<file path="src/rtl/apb_master_bridge.sv">
// Single-request host-to-APB bridge: decodes the slave from the upper address bits and runs one SETUP/ACCESS transfer.
// Optional ACCESS wait timeout is enabled by defining APB_BRIDGE_TIMEOUT_EN.
module apb_master_bridge #(
    parameter int ADDR_W  = 32,
    parameter int DATA_W  = 32,
    parameter int NUM_SLV = 4,
    parameter int SLV_AW  = 12,
    parameter int TIMEOUT = 255
) (
    input  logic                      pclk,
    input  logic                      preset,
    input  logic                      req_valid,
    output logic                      req_ready,
    input  logic [ADDR_W-1:0]         req_addr,
    input  logic                      req_write,
    input  logic [DATA_W-1:0]         req_wdata,
    input  logic [DATA_W/8-1:0]       req_strb,
    input  logic [2:0]                req_prot,
    output logic                      rsp_valid,
    output logic [DATA_W-1:0]         rsp_rdata,
    output logic                      rsp_slverr,
    output logic [ADDR_W-1:0]         paddr,
    output logic [2:0]                pprot,
    output logic [NUM_SLV-1:0]        psel,
    output logic                      penable,
    output logic                      pwrite,
    output logic [DATA_W-1:0]         pwdata,
    output logic [DATA_W/8-1:0]       pstrb,
    input  logic [NUM_SLV*DATA_W-1:0] prdata,
    input  logic [NUM_SLV-1:0]        pready,
    input  logic [NUM_SLV-1:0]        pslverr
);
    localparam int STRB_W = DATA_W / 8;
    localparam int IDX_W  = (NUM_SLV > 1) ? $clog2(NUM_SLV) : 1;
    localparam int IDXF_W = ADDR_W - SLV_AW;
    localparam int CMP_W  = (IDXF_W > 6) ? IDXF_W : 6;

    typedef enum logic [1:0] {IDLE, SETUP, ACCESS, RESP} state_t;

    state_t              state_reg, state_next;
    logic [ADDR_W-1:0]   addr_reg;
    logic                write_reg;
    logic [DATA_W-1:0]   wdata_reg;
    logic [STRB_W-1:0]   strb_reg;
    logic [2:0]          prot_reg;
    logic [IDX_W-1:0]    idx_reg;
    logic [DATA_W-1:0]   rdata_reg;
    logic                slverr_reg;

    logic                accept;
    logic                decode_ok;
    logic                sel_active;
    logic                sel_ready;
    logic                sel_err;
    logic                timeout_hit;
    logic [IDXF_W-1:0]   idx_full;
    logic [DATA_W-1:0]   sel_rdata;
    logic [DATA_W-1:0]   slv_rdata [NUM_SLV];

    assign accept    = req_valid && req_ready;
    assign idx_full  = req_addr[ADDR_W-1:SLV_AW];
    assign decode_ok = CMP_W'(idx_full) < CMP_W'(NUM_SLV);

    // Only the addressed slave's response lines are ever looked at.
    genvar gi;
    generate
        for (gi = 0; gi < NUM_SLV; gi++) begin : g_slv
            assign slv_rdata[gi] = prdata[gi*DATA_W +: DATA_W];
            assign psel[gi]      = sel_active && (idx_reg == IDX_W'(gi));
        end
    endgenerate

    assign sel_rdata = slv_rdata[idx_reg];
    assign sel_ready = pready[idx_reg];
    assign sel_err   = pslverr[idx_reg];

`ifdef APB_BRIDGE_TIMEOUT_EN
    logic [15:0] wait_cnt_reg;

    assign timeout_hit = (state_reg == ACCESS) && !sel_ready &&
                         (wait_cnt_reg == 16'(TIMEOUT - 1));

    always_ff @(posedge pclk) begin
        if (preset) begin
            wait_cnt_reg <= '0;
        end else if (accept && decode_ok) begin
            wait_cnt_reg <= '0;
        end else if (state_reg == ACCESS && !sel_ready) begin
            wait_cnt_reg <= wait_cnt_reg + 16'd1;
        end
    end
`else
    assign timeout_hit = 1'b0;
`endif

    always_ff @(posedge pclk) begin
        if (preset) begin
            state_reg <= IDLE;
        end else begin
            state_reg <= state_next;
        end
    end

    always_comb begin
        state_next = state_reg;
        case (state_reg)
            IDLE:    if (accept) state_next = decode_ok ? SETUP : RESP;
            SETUP:   state_next = ACCESS;
            ACCESS:  if (sel_ready || timeout_hit) state_next = RESP;
            RESP:    state_next = IDLE;
            default: state_next = IDLE;
        endcase
    end

    always_comb begin
        req_ready  = 1'b0;
        sel_active = 1'b0;
        penable    = 1'b0;
        rsp_valid  = 1'b0;
        case (state_reg)
            IDLE:    req_ready = !preset;
            SETUP:   sel_active = 1'b1;
            ACCESS: begin
                sel_active = 1'b1;
                penable    = 1'b1;
            end
            RESP:    rsp_valid = 1'b1;
            default: ;
        endcase
    end

    // A decode miss is answered straight from IDLE, so the error flag is preset at acceptance.
    always_ff @(posedge pclk) begin
        if (preset) begin
            addr_reg   <= '0;
            write_reg  <= 1'b0;
            wdata_reg  <= '0;
            strb_reg   <= '0;
            prot_reg   <= '0;
            idx_reg    <= '0;
            rdata_reg  <= '0;
            slverr_reg <= 1'b0;
        end else if (accept) begin
            addr_reg   <= req_addr;
            write_reg  <= req_write;
            wdata_reg  <= req_wdata;
            strb_reg   <= req_strb;
            prot_reg   <= req_prot;
            idx_reg    <= decode_ok ? idx_full[IDX_W-1:0] : '0;
            rdata_reg  <= '0;
            slverr_reg <= !decode_ok;
        end else if (state_reg == ACCESS && sel_ready) begin
            rdata_reg  <= write_reg ? '0 : sel_rdata;
            slverr_reg <= sel_err;
        end else if (timeout_hit) begin
            rdata_reg  <= '0;
            slverr_reg <= 1'b1;
        end
    end

    assign paddr      = addr_reg;
    assign pprot      = prot_reg;
    assign pwrite     = write_reg;
    assign pwdata     = wdata_reg;
    assign pstrb      = write_reg ? strb_reg : '0;
    assign rsp_rdata  = rsp_valid ? rdata_reg : '0;
    assign rsp_slverr = rsp_valid && slverr_reg;

endmodule

</file>
<file path="config.mk">
export PLATFORM = sky130hd
export DESIGN_NAME = apb_master_bridge
export DESIGN_NICKNAME = d
export VERILOG_FILES = /design/src/rtl/apb_master_bridge.sv
export SDC_FILE = /design/constraint.sdc
export NUM_CORES = 1
export LEC_CHECK = 0
export BUFFER_PORTS_ARGS = -buffer_cell sky130_fd_sc_hd__buf_2
export CAP_MARGIN = 15
export CORE_AREA = 5 5 121 123
export DETAILED_ROUTE_END_ITERATION = 6
export DIE_AREA = 0 0 126 128
export PLACE_DENSITY_LB_ADDON = 0.12
export SLEW_MARGIN = 20
export SYNTH_ARGS = -nofsm -noshare
export SYNTH_HDL_FRONTEND = slang
export SYNTH_SLANG_ARGS = --single-unit
</file>
<file path="constraint.sdc">
create_clock -name pclk -period 2.4 [get_ports pclk]
set_input_delay 0.72 -clock pclk [delete_from_list [all_inputs] [get_ports pclk]]
set_output_delay 0.72 -clock pclk [all_outputs]
set_load 0.02 [all_outputs]
</file>
==> tab_implementation.tex, run 1 <==
\begin{tabular}{lr}
\hline
Metric & Value \\
\hline
\multicolumn{2}{l}{\textbf{Status}} \\
\quad Status & finished clean \\
\multicolumn{2}{l}{\textbf{Yosys}} \\
\quad Mean instance size in the synthesized netlist & 9.28 sq um \\
\quad Yosys warnings & 0 \\
\quad Number of enable-type register cells in the synthesized netlist & 0 \\
\quad Gate count of the mapped netlist & just under 600 \\
\quad Primary flip-flop cell chosen by synthesis mapping & sky130\_fd\_sc\_hd\_\_dfxtp\_1 \\
\quad Flop and latch count out of synthesis & 109 \\
\quad Summed instance area of the synthesized netlist & 0.00545 sq mm \\
\quad Number of distinct standard cells referenced by the synthesized netlist & 32 \\
\quad Register area share after synthesis & around two fifths \\
\quad Post-synthesis net count & 802 \\
\quad Fraction of registers with async set/reset & 0\% \\
\multicolumn{2}{l}{\textbf{STA}} \\
\quad Final count of negative-setup-slack endpoints & 0 \\
\quad Share of the clock period used by the worst path & 95.7\% \\
\quad Worst Skew & a little over 0.008 ns \\
\quad Final Hold Viols & 0 \\
\quad Fin crit period & 2.30 ns \\
\quad Sum of negative setup slack & 0 ns \\
\quad Number of pins with negative max-slew slack in the final report & 0 \\
\quad Slew at the pin closest to its max-slew limit & 0.752 ns \\
\quad Setup repair after global routing missed its margin & no \\
\quad Slew margin rel. & around 50\% \\
\quad Max Fclk & 436 MHz \\
\multicolumn{2}{l}{\textbf{Layout}} \\
\quad Area growth from synthesis to final layout & 36.5\% \\
\quad Antenna cell count & 0 \\
\quad Leading cell type in the layout, fill and taps excluded & sky130\_fd\_sc\_hd\_\_buf\_2 \\
\quad Final Non-Filler Cells & approximately 1100 \\
\quad Total Nets Final & 1096 \\
\quad Share of final-layout standard cells stronger than drive strength 1 & 43.5\% \\
\quad Leading cell types in the layout, fill and taps excluded & sky130\_fd\_sc\_hd\_\_buf\_2, sky130\_fd\_sc\_hd\_\_nand2\_1, sky130\_fd\_sc\_hd\_\_dfxtp\_1, sky130\_fd\_sc\_hd\_\_nand3b\_1, sky130\_fd\_sc\_hd\_\_and2\_1 \\
\multicolumn{2}{l}{\textbf{GRT}} \\
\quad Sum of overflow across all layers after global routing & 0 \\
\quad First-pass GRT wire length & 28500 um \\
\quad Global-route usage over all layers & 21.8\% \\
\quad Antenna violations before repair & 1 \\
\quad Largest net degree at the start of global routing & 80 \\
\quad Vias in the first global route & 5467 \\
\multicolumn{2}{l}{\textbf{Clock network}} \\
\quad Clock tree from TritonCTS & done \\
\quad Clock root cell & sky130\_fd\_sc\_hd\_\_clkbuf\_16 \\
\quad Clock-pin slew on the worst setup and hold paths & around 0.07 ns \\
\quad Cts bufs inserted & 9 \\
\quad CTS max path bufs & 2 \\
\quad Clock Sink Count & between 100 and 150 \\
\quad H-tree depth & 3 \\
\quad Post-CTS repair timing setup buffer count & 0 \\
\quad Clock latency on the worst-skew pair & 0.35 ns \\
\multicolumn{2}{l}{\textbf{Die}} \\
\quad Area of the placeable core & 0.0136 sq mm \\
\quad Vertical extent of the die & 128 um \\
\quad Initial cell density of the core & 40.2\% \\
\quad Boundary Pins & 323 \\
\quad Overall die area & roughly 0.016 sq mm \\
\quad Cell Rows & between 40 and 50 \\
\quad Chip Width & around 130 um \\
\multicolumn{2}{l}{\textbf{Drt}} \\
\quad Total vias in the final route & 5413 \\
\quad Wire per inst & around 17 um \\
\quad Number of violations reported at the end of detailed-routing iteration 0 & 298 \\
\quad Drt via density & 5.08 \\
\quad DRC violation count after routing & 0 \\
\quad Total Routed Length & roughly 18000 um \\
\quad TritonRoute pass-1 iters & 4 \\
\quad Antenna-violating nets left & 0 \\
\multicolumn{2}{l}{\textbf{Placed design}} \\
\quad Post-DP HPWL & 13900 um \\
\quad Number of cells in the design after placement & about 1100 \\
\quad Final GP Congestion & 0.865 \\
\quad Number of port buffers & 322 \\
\multicolumn{2}{l}{\textbf{Power and ir drop}} \\
\quad Leakage power summed over all cells & 3.82 nW \\
\quad Switch Pwr & 2.07 mW \\
\quad IR Drop Worst-Case VDD & 424 uV \\
\quad Share of total power in sequential cells & 39.3\% \\
\quad Comb power frac & 34.2\% \\
\quad Internal power of the cells & 3.68 mW \\
\quad Switching share of total power & a little over a third \\
\quad Share of power burned in the clock network & roughly a quarter \\
\quad Power density over the cells & 773 mW/mm\^{}2 \\
\multicolumn{2}{l}{\textbf{Critical path}} \\
\quad Required time worst endpoint & $\sim$1.7 ns \\
\quad Crit path capture type & output port \\
\quad Maximum fanout along the worst path & 5 \\
\quad CP startpoint kind & register \\
\quad Arr. time, crit path & about 1.6 ns \\
\quad Worst setup path category & register to output port \\
\multicolumn{2}{l}{\textbf{Job}} \\
\quad Count of max-cap constraint violations & 0 \\
\multicolumn{2}{l}{\textbf{Worst hold path}} \\
\quad Path category of the worst min-delay check & register to register \\
\hline
\end{tabular}
==> cells by family after synthesis <==
kind of cell             Yosys count  synth area share, %
multiplexers                      34                 14.5
AO/OA/AOI/OAI                     39                 6.64
buffers and inverters             58                 5.70
adder cells (fa/ha/maj)            4                0.919
AND/OR/NAND/NOR                  343                 32.2
flip-flops                       109                 40.1
==> power by group through the flow <==
| stage | logic [mW] | registers [mW] | clock network [mW] |
|---|---|---|---|
| after global placement | 1.94 | 2.28 | 0 |
| after floorplan | 1.04 | 2.54 | 0 |
| after detailed placement | 1.98 | 2.30 | 0 |
| final | 1.97 | 2.26 | 1.52 |
| after global routing | 2.15 | 2.30 | 1.63 |
| after CTS | 1.99 | 2.26 | 1.56 |
==> final cells by class <==
class / instances / area, sq um
clock buffer: 10 / 229
clock inverter: 6 / 72.6
fill: 1349 / 6120
inverter: 4 / 15.0
multi-input combinational: 420 / 2960
sequential: 109 / 2180
tap: 180 / 225
timing repair buffer: 337 / 1750
==> path summary, 6_finish.rpt <==
path	from	endpoint	slack (ns)	cells after the start
hold reg to reg	paddr[23]	paddr[23]	0.47	2
setup reg to reg	idx_reg[0]	slverr_reg	0.44	4
hold / removal	paddr[23]	paddr[23]	0.47	2
setup / recovery	state_reg[0]	psel[0]	0.10	4
==> synth_stat cells, types with 2 or more instances <==
cell                          n  share of area [%]
sky130_fd_sc_hd__and3_1       2               0.23
sky130_fd_sc_hd__nor3b_1      3               0.41
sky130_fd_sc_hd__nand3b_1    73                 10
sky130_fd_sc_hd__mux4_2      27                 11
sky130_fd_sc_hd__buf_2       11                1.0
sky130_fd_sc_hd__ha_1         4               0.92
sky130_fd_sc_hd__buf_6        9                1.9
sky130_fd_sc_hd__clkbuf_1    29                2.0
sky130_fd_sc_hd__mux4_1       7                3.4
sky130_fd_sc_hd__a31o_1       2               0.32
sky130_fd_sc_hd__and2_1      38                4.4
sky130_fd_sc_hd__buf_4        3               0.41
sky130_fd_sc_hd__buf_1        2               0.14
sky130_fd_sc_hd__nor2_1      36                2.5
sky130_fd_sc_hd__nand2b_1     2               0.23
sky130_fd_sc_hd__dfxtp_1    109                 40
sky130_fd_sc_hd__nand3_1     33                3.0
sky130_fd_sc_hd__nand2_1    146                 10
sky130_fd_sc_hd__a2bb2oi_1   32                5.1
sky130_fd_sc_hd__nor4_1       4               0.46
sky130_fd_sc_hd__inv_1        4               0.28
==> routing by layer <==
layer / vias to the layer above / wire [um] / track usage (%)
met5: - / 13 / 0
met4: 2 / 301 / 6.25
met3: 23 / 1530 / 7.12
met2: 213 / 9240 / 38.2
met1: 2557 / 7160 / 25.5
li1: 2618 / - / -
==> repair_timing <==
action,4_1_cts,5_1_grt
endpoints found under the setup margin,0,1
hold buffers,0,0
gates resized for setup,0,1
==> worst max-delay path, cell delays in order (launching register included) <==
cell	delay, ns
sky130_fd_sc_hd__dfxtp_1	0.36
sky130_fd_sc_hd__inv_1	0.09
sky130_fd_sc_hd__ha_1	0.39
sky130_fd_sc_hd__nor3b_1	0.20
sky130_fd_sc_hd__buf_2	0.20
==> metrics by stage <==
stage | area [sq um] | worst slack, ns | power [mW] | hold WS (ns) | util [%]
4_1_cts | 7430 | 0.0725 | 5.80 | 0.476 | 54.8
3_5_place_dp | 7130 | 0.171 | 4.28 | 0.461 | 52.6
2_1_floorplan | 5450 | 0.421 | 3.58 | 0.445 | -
5_1_grt | 7430 | 0.0113 | 6.08 | 0.489 | 54.8
6_report | 7430 | 0.104 | 5.75 | 0.471 | 54.8
3_3_place_gp | 7130 | 0.215 | 4.22 | 0.456 | 52.6
Power figures use the tool's default switching activity.
==> run 2, diff against run 1 <==
--- a/config.mk
+++ b/config.mk
@@ -7,9 +7,11 @@
 export LEC_CHECK = 0
 export BUFFER_PORTS_ARGS = -buffer_cell sky130_fd_sc_hd__buf_2
 export CAP_MARGIN = 15
-export CORE_AREA = 5 5 121 123
+export CORE_ASPECT_RATIO = 0.9
+export CORE_MARGIN = 5
+export CORE_UTILIZATION = 40
 export DETAILED_ROUTE_END_ITERATION = 6
-export DIE_AREA = 0 0 126 128
+export GPL_TIMING_DRIVEN = 0
 export PLACE_DENSITY_LB_ADDON = 0.12
 export SLEW_MARGIN = 20
 export SYNTH_ARGS = -nofsm -noshare
==> constraint.sdc (replaced) <==
create_clock -name pclk -period 2.1 [get_ports pclk]
set_input_delay 0.63 -clock pclk [delete_from_list [all_inputs] [get_ports pclk]]
set_output_delay 0.63 -clock pclk [all_outputs]
set_load 0.02 [all_outputs]
==> run 2 against run 1 <==
Compared with the run above: hold slack got worse by 0.0099 ns; sequential power increased by 15%; clock skew decreased by 0.00092 ns; clock power increased by 5%; die area decreased by 0.44%; via count decreased by 1.1%; register-to-register slack got worse by 0.15 ns; combinational power increased by 21%; count of clock-buffer cells in the layout unchanged; non-clock buffer count increased by 38; critical endpoint is now rsp_rdata[23]; largest cell class unchanged.
==> tab_implementation.tex, run 2 (same netlist as run 1, synthesis figures left out) <==
\begin{tabular}{lr}
\hline
Metric & Value \\
\hline
\multicolumn{2}{l}{\textbf{Status}} \\
\quad Status & finished clean \\
\multicolumn{2}{l}{\textbf{Layout}} \\
\quad Number of filler cells placed in the layout & $\sim$1300 \\
\quad Share of final-layout standard cells stronger than drive strength 1 & 43.8\% \\
\quad Leading cell type in the layout, fill and taps excluded & sky130\_fd\_sc\_hd\_\_buf\_2 \\
\quad Area growth from synthesis to final layout & 39.9\% \\
\quad Antenna cell count & 0 \\
\quad Final Non-Filler Cells & between 1000 and 1500 \\
\quad Summed area of non-filler cells in the final layout & 0.00762 sq mm \\
\quad Total Nets Final & 1134 \\
\quad Leading cell types in the layout, fill and taps excluded & sky130\_fd\_sc\_hd\_\_buf\_2, sky130\_fd\_sc\_hd\_\_nand2\_1, sky130\_fd\_sc\_hd\_\_dfxtp\_1, sky130\_fd\_sc\_hd\_\_nand3b\_1, sky130\_fd\_sc\_hd\_\_and2\_1 \\
\multicolumn{2}{l}{\textbf{Clock network}} \\
\quad Clock Sink Count & 109 \\
\quad Clock root cell & sky130\_fd\_sc\_hd\_\_clkbuf\_16 \\
\quad CTS max path bufs & 2 \\
\quad Clock tree from TritonCTS & done \\
\quad Cts bufs inserted & 9 \\
\quad Clock latency on the worst-skew pair & 0.35 ns \\
\quad Clock-pin slew on the worst setup and hold paths & approximately 0.070 ns \\
\quad H-tree depth & 3 \\
\multicolumn{2}{l}{\textbf{STA}} \\
\quad Slew at the pin closest to its max-slew limit & 0.454 ns \\
\quad Final count of negative-setup-slack endpoints & 0 \\
\quad Slew margin rel. & 69.7\% \\
\quad Number of pins with negative max-slew slack in the final report & 0 \\
\quad Fin crit period & 2.02 ns \\
\quad Setup repair after global routing missed its margin & no \\
\quad Final Hold Viols & 0 \\
\quad Share of the clock period used by the worst path & 96.3\% \\
\quad Worst Skew & 0.00736 ns \\
\quad Max Fclk & slightly below 500 MHz \\
\multicolumn{2}{l}{\textbf{Die}} \\
\quad Area of the placeable core & roughly 0.013 sq mm \\
\quad Boundary Pins & approximately 320 \\
\quad Vertical extent of the die & 121 um \\
\quad Overall die area & about 0.016 sq mm \\
\quad Chip Width & 133 um \\
\quad Initial cell density of the core & 40.8\% \\
\quad Cell Rows & 40 \\
\multicolumn{2}{l}{\textbf{Power and ir drop}} \\
\quad IR Drop Worst-Case VDD & 597 uV \\
\quad Power density over the cells & roughly 860 mW/mm\^{}2 \\
\quad Leakage power summed over all cells & 3.90 nW \\
\multicolumn{2}{l}{\textbf{Placed design}} \\
\quad Final GP Congestion & just under 0.8 \\
\quad Placement Cell Area & between 0.007 and 0.008 sq mm \\
\quad Number of cells in the design after placement & $\sim$1100 \\
\quad Post-DP HPWL & 14300 um \\
\quad Number of port buffers & approximately 320 \\
\multicolumn{2}{l}{\textbf{Drt}} \\
\quad Antenna-violating nets left & 0 \\
\quad Number of violations reported at the end of detailed-routing iteration 0 & about 200 \\
\quad Total vias in the final route & approximately 5400 \\
\quad TritonRoute pass-1 iters & 4 \\
\quad Wire per inst & 16.5 um \\
\quad DRC violation count after routing & 0 \\
\quad Drt via density & a little under 5 \\
\quad Total Routed Length & around 18000 um \\
\multicolumn{2}{l}{\textbf{GRT}} \\
\quad First-pass GRT wire length & 27800 um \\
\quad Vias in the first global route & approximately 5400 \\
\quad Largest net degree at the start of global routing & 19 \\
\quad Global-route usage over all layers & 21.5\% \\
\quad Antenna violations before repair & 1 \\
\quad Sum of overflow across all layers after global routing & 0 \\
\multicolumn{2}{l}{\textbf{Critical path}} \\
\quad Arr. time, crit path & 1.39 ns \\
\quad Required time worst endpoint & 1.47 ns \\
\quad CP startpoint kind & register \\
\quad Worst Reg2Reg Path Length in Cells & 6 \\
\quad Maximum fanout along the worst path & 10 \\
\quad Crit path capture type & output port \\
\quad Worst setup path category & register to output port \\
\multicolumn{2}{l}{\textbf{Worst hold path}} \\
\quad Path category of the worst min-delay check & input pin to register \\
\quad Worst hold path cell count & 3 \\
\multicolumn{2}{l}{\textbf{Job}} \\
\quad Count of max-cap constraint violations & 0 \\
\hline
\end{tabular}
==> run 2: power breakdown <==
part / total (mW) / internal, mW / switching, mW
sequential: 2.60 / 2.42 / 0.183
combinational: 2.38 / 0.967 / 1.41
clock: 1.59 / 0.816 / 0.774
==> run 2: worst paths after layout <==
path	slack [ns]	endpoint	from
max	0.08	rsp_rdata[23]	state_reg[0]
min reg2reg	0.47	pwdata[28]	pwdata[28]
min	0.46	pwdata[4]	req_wdata[4]
max reg2reg	0.29	rdata_reg[16]	idx_reg[0]
==> run 2: what timing repair did <==
action	CTS	global route
resized for setup	25	7
setup buffers	1	1
setup endpoints to repair	38	31
hold buffers	0	0
hold endpoints to repair	0	0
==> run 2: layer usage <==
layer  vias to the layer above  wire [um]  GRT usage, %
met5                         -          7             0
met4                         2        250          5.06
met2                       193       9140          39.0
met1                      2441       7150          23.4
met3                        20       1500          8.86
li1                       2696          -             -
==> run 2: per-stage QoR <==
step                      TNS [ns]  hold WS [ns]  setup WS, ns  utilization (%)  power, mW
final                            0         0.462        0.0777             57.0       6.57
after global routing             0         0.444      0.000283             57.0       7.01
after detailed placement    -0.384         0.458       -0.0987             54.4       4.93
after floorplan                  0         0.445         0.211                -       4.09
after global placement      -0.421         0.459        -0.108             54.4       4.93
after CTS                        0         0.439      0.000591             57.0       6.65
==> run 2: area by class of cell <==
class,count,area [sq um],area share (%)
timing repair buffer,324,1630,21.4
inverter,4,15.0,0.197
clock inverter,6,47.5,0.624
buffer,51,307,4.02
multi-input combinational,420,2990,39.2
tap,168,210,2.76
clock buffer,10,229,3.00
sequential,109,2190,28.8
==> run 2: worst max-delay path, stage by stage (launching register included) <==
cell	delay, ns
sky130_fd_sc_hd__dfxtp_4	0.37
sky130_fd_sc_hd__ha_4	0.19
sky130_fd_sc_hd__buf_4	0.17
sky130_fd_sc_hd__and2_1	0.15
sky130_fd_sc_hd__buf_2	0.17
==> run 3, diff against run 2 <==
==> constraint.sdc (replaced) <==
create_clock -name pclk -period 2.1 [get_ports pclk]
set_input_delay 0.21 -clock pclk [delete_from_list [all_inputs] [get_ports pclk]]
set_output_delay 0.21 -clock pclk [all_outputs]
set_load 0.02 [all_outputs]
==> run 3 against run 2 <==
Compared with the run above: clock power is essentially flat; setup slack improved by 0.17 ns; total power down 1.7%; critical endpoint is now psel[1]; combinational power shrank 3%; critical path type unchanged; largest cell class unchanged; hold slack worse by 0.42 ns; count of clock-buffer cells in the layout unchanged; non-clock buffer count increased by 1.
==> tab_implementation.tex, run 3 (same netlist as run 1, synthesis figures left out) <==
\begin{tabular}{lr}
\hline
Metric & Value \\
\hline
\multicolumn{2}{l}{\textbf{Status}} \\
\quad Status & finished clean \\
\multicolumn{2}{l}{\textbf{STA}} \\
\quad Setup repair after global routing missed its margin & no \\
\quad Sum of negative setup slack & 0 ns \\
\quad Slew at the pin closest to its max-slew limit & 0.448 ns \\
\quad Final Hold Viols & 0 \\
\quad Slew margin rel. & 70.1\% \\
\quad Fin crit period & 1.85 ns \\
\quad Share of the clock period used by the worst path & roughly nine tenths \\
\quad Number of pins with negative max-slew slack in the final report & 0 \\
\quad Final count of negative-setup-slack endpoints & 0 \\
\quad Max Fclk & 540 MHz \\
\quad Worst Skew & 0.00735 ns \\
\multicolumn{2}{l}{\textbf{Layout}} \\
\quad Area growth from synthesis to final layout & 38.6\% \\
\quad Share of final-layout standard cells stronger than drive strength 1 & 42.8\% \\
\quad Leading cell type in the layout, fill and taps excluded & sky130\_fd\_sc\_hd\_\_buf\_2 \\
\quad Number of filler cells placed in the layout & 1283 \\
\quad Antenna cell count & 0 \\
\quad Total Nets Final & 1135 \\
\quad Utilization of the core after routing & 56.5\% \\
\quad Leading cell types in the layout, fill and taps excluded & sky130\_fd\_sc\_hd\_\_buf\_2, sky130\_fd\_sc\_hd\_\_nand2\_1, sky130\_fd\_sc\_hd\_\_dfxtp\_1, sky130\_fd\_sc\_hd\_\_nand3b\_1, sky130\_fd\_sc\_hd\_\_and2\_1 \\
\multicolumn{2}{l}{\textbf{Critical path}} \\
\quad Maximum fanout along the worst path & 10 \\
\quad Cell mode on critical path & sky130\_fd\_sc\_hd\_\_buf\_2 \\
\quad CP max stage cell & sky130\_fd\_sc\_hd\_\_dfxtp\_1 \\
\quad Worst path max stage delay & between 0.3 and 0.4 ns \\
\quad Cell Chain, Critical Path & buf\_2, buf\_2, and3b\_1, buf\_2 \\
\quad Crit path capture type & output port \\
\quad CP Buf/Inv Count & 3 \\
\quad CP startpoint kind & register \\
\quad Crit-path leading delay family & buffers and inverters \\
\quad Required time worst endpoint & 1.89 ns \\
\quad Worst setup path category & register to output port \\
\quad Arr. time, crit path & between 1.5 and 2 ns \\
\multicolumn{2}{l}{\textbf{GRT}} \\
\quad Antenna violations before repair & 1 \\
\quad Sum of overflow across all layers after global routing & 0 \\
\quad Global-route usage over all layers & 21.5\% \\
\quad Largest net degree at the start of global routing & 19 \\
\quad First-pass GRT wire length & 27700 um \\
\quad Vias in the first global route & between 5000 and 6000 \\
\multicolumn{2}{l}{\textbf{Die}} \\
\quad Area of the placeable core & 0.0134 sq mm \\
\quad Vertical extent of the die & 121 um \\
\quad Boundary Pins & 323 \\
\quad Initial cell density of the core & around two fifths \\
\quad Overall die area & 0.0161 sq mm \\
\quad Cell Rows & 40 \\
\quad Chip Width & $\sim$130 um \\
\multicolumn{2}{l}{\textbf{Placed design}} \\
\quad Final GP Congestion & roughly 0.78 \\
\quad Number of port buffers & 322 \\
\quad Post-DP HPWL & 14300 um \\
\multicolumn{2}{l}{\textbf{Clock network}} \\
\quad Post-cts hold buffer count & 0 \\
\quad CTS max path bufs & 2 \\
\quad Clock root cell & sky130\_fd\_sc\_hd\_\_clkbuf\_16 \\
\quad Clock-pin slew on the worst setup and hold paths & 0.07 ns \\
\quad Clock tree from TritonCTS & done \\
\quad Clock latency on the worst-skew pair & approximately 0.35 ns \\
\quad Clock Sink Count & 109 \\
\quad H-tree depth & 3 \\
\quad Cts bufs inserted & 9 \\
\multicolumn{2}{l}{\textbf{Drt}} \\
\quad Number of violations reported at the end of detailed-routing iteration 0 & 204 \\
\quad Drt via density & just under 5 \\
\quad Total Routed Length & 18000 um \\
\quad Antenna-violating nets left & 0 \\
\quad Total vias in the final route & 5364 \\
\quad TritonRoute pass-1 iters & 4 \\
\quad Wire per inst & 16.5 um \\
\quad DRC violation count after routing & 0 \\
\multicolumn{2}{l}{\textbf{Power and ir drop}} \\
\quad Power density over the cells & 855 mW/mm\^{}2 \\
\quad IR Drop Worst-Case VDD & slightly below 600 uV \\
\quad Leakage power summed over all cells & 3.90 nW \\
\multicolumn{2}{l}{\textbf{Worst hold path}} \\
\quad Path category of the worst min-delay check & input pin to register \\
\multicolumn{2}{l}{\textbf{Job}} \\
\quad Count of max-cap constraint violations & 0 \\
\hline
\end{tabular}
## run 3: changes by cell type in the layout (fill, tap and decap cells not counted), sizes merged
cell / previous run / this run
clkbuf: 35 / 39
buf: 350 / 347
## run 3: through the flow
step                      std cells  total power, mW  hold WS, ns  setup slack (ns)  cell area [sq um]
final                          1093             6.46       0.0409             0.247               7550
after global routing           1093             6.90       0.0243            0.0885               7550
after CTS                      1093             6.56       0.0193            0.0436               7550
after detailed placement       1077             4.93        0.397             0.275               7270
after global placement         1077             4.93        0.393             0.270               7270
after floorplan                 587             4.09        0.309             0.289               5450
## run 3: what timing repair did
action                                  CTS  global route
endpoints found under the setup margin    4            16
gates resized for setup                   1             8
buffers inserted                          0             0
pin swaps                                 0             0
## run 3: worst register-to-register path: stages (launching register included)
cell	delay, ns
sky130_fd_sc_hd__dfxtp_1	0.42
sky130_fd_sc_hd__buf_6	0.21
sky130_fd_sc_hd__buf_6	0.20
sky130_fd_sc_hd__mux4_2	0.54
sky130_fd_sc_hd__nand3_1	0.10
sky130_fd_sc_hd__a2bb2oi_1	0.15
sky130_fd_sc_hd__nor2_1	0.05
## run 3: layer usage
layer	track usage (%)	vias up	part of all wire, %
met3	8.86	20	8.3
met2	39.0	195	51
met5	0	-	0.039
met1	23.3	2448	39
met4	5.06	2	1.4
li1	-	2699	-
## run 3: layout make-up
type | instances | area (sq um) | share of cell area (%)
Tap cell | 168 | 210 | 2.78
Buffer | 54 | 302 | 3.99
Sequential cell | 109 | 2180 | 28.9
Clock buffer | 10 | 229 | 3.03
Timing Repair Buffer | 322 | 1610 | 21.3
Multi-Input combinational cell | 420 | 2960 | 39.1
Clock inverter | 6 | 47.5 | 0.630
Inverter | 4 | 15.0 | 0.199
## run 3: power breakdown
part,switching [mW],total [mW],leakage [nW],internal [mW]
clock,0.775,1.59,0.133,0.816
sequential,0.161,2.57,0.891,2.41
combinational,1.41,2.30,2.87,0.896
total,2.34,6.46,3.90,4.12
## run 3: worst paths after layout
kind,to,startpoint,depth (start not counted),slack (ns)
min reg2reg,pwdata[28],pwdata[28],2,0.47
max reg2reg,rdata_reg[13],idx_reg[0],6,0.29
max,psel[1],idx_reg[1],4,0.25
min,pwdata[4],req_wdata[4],3,0.04
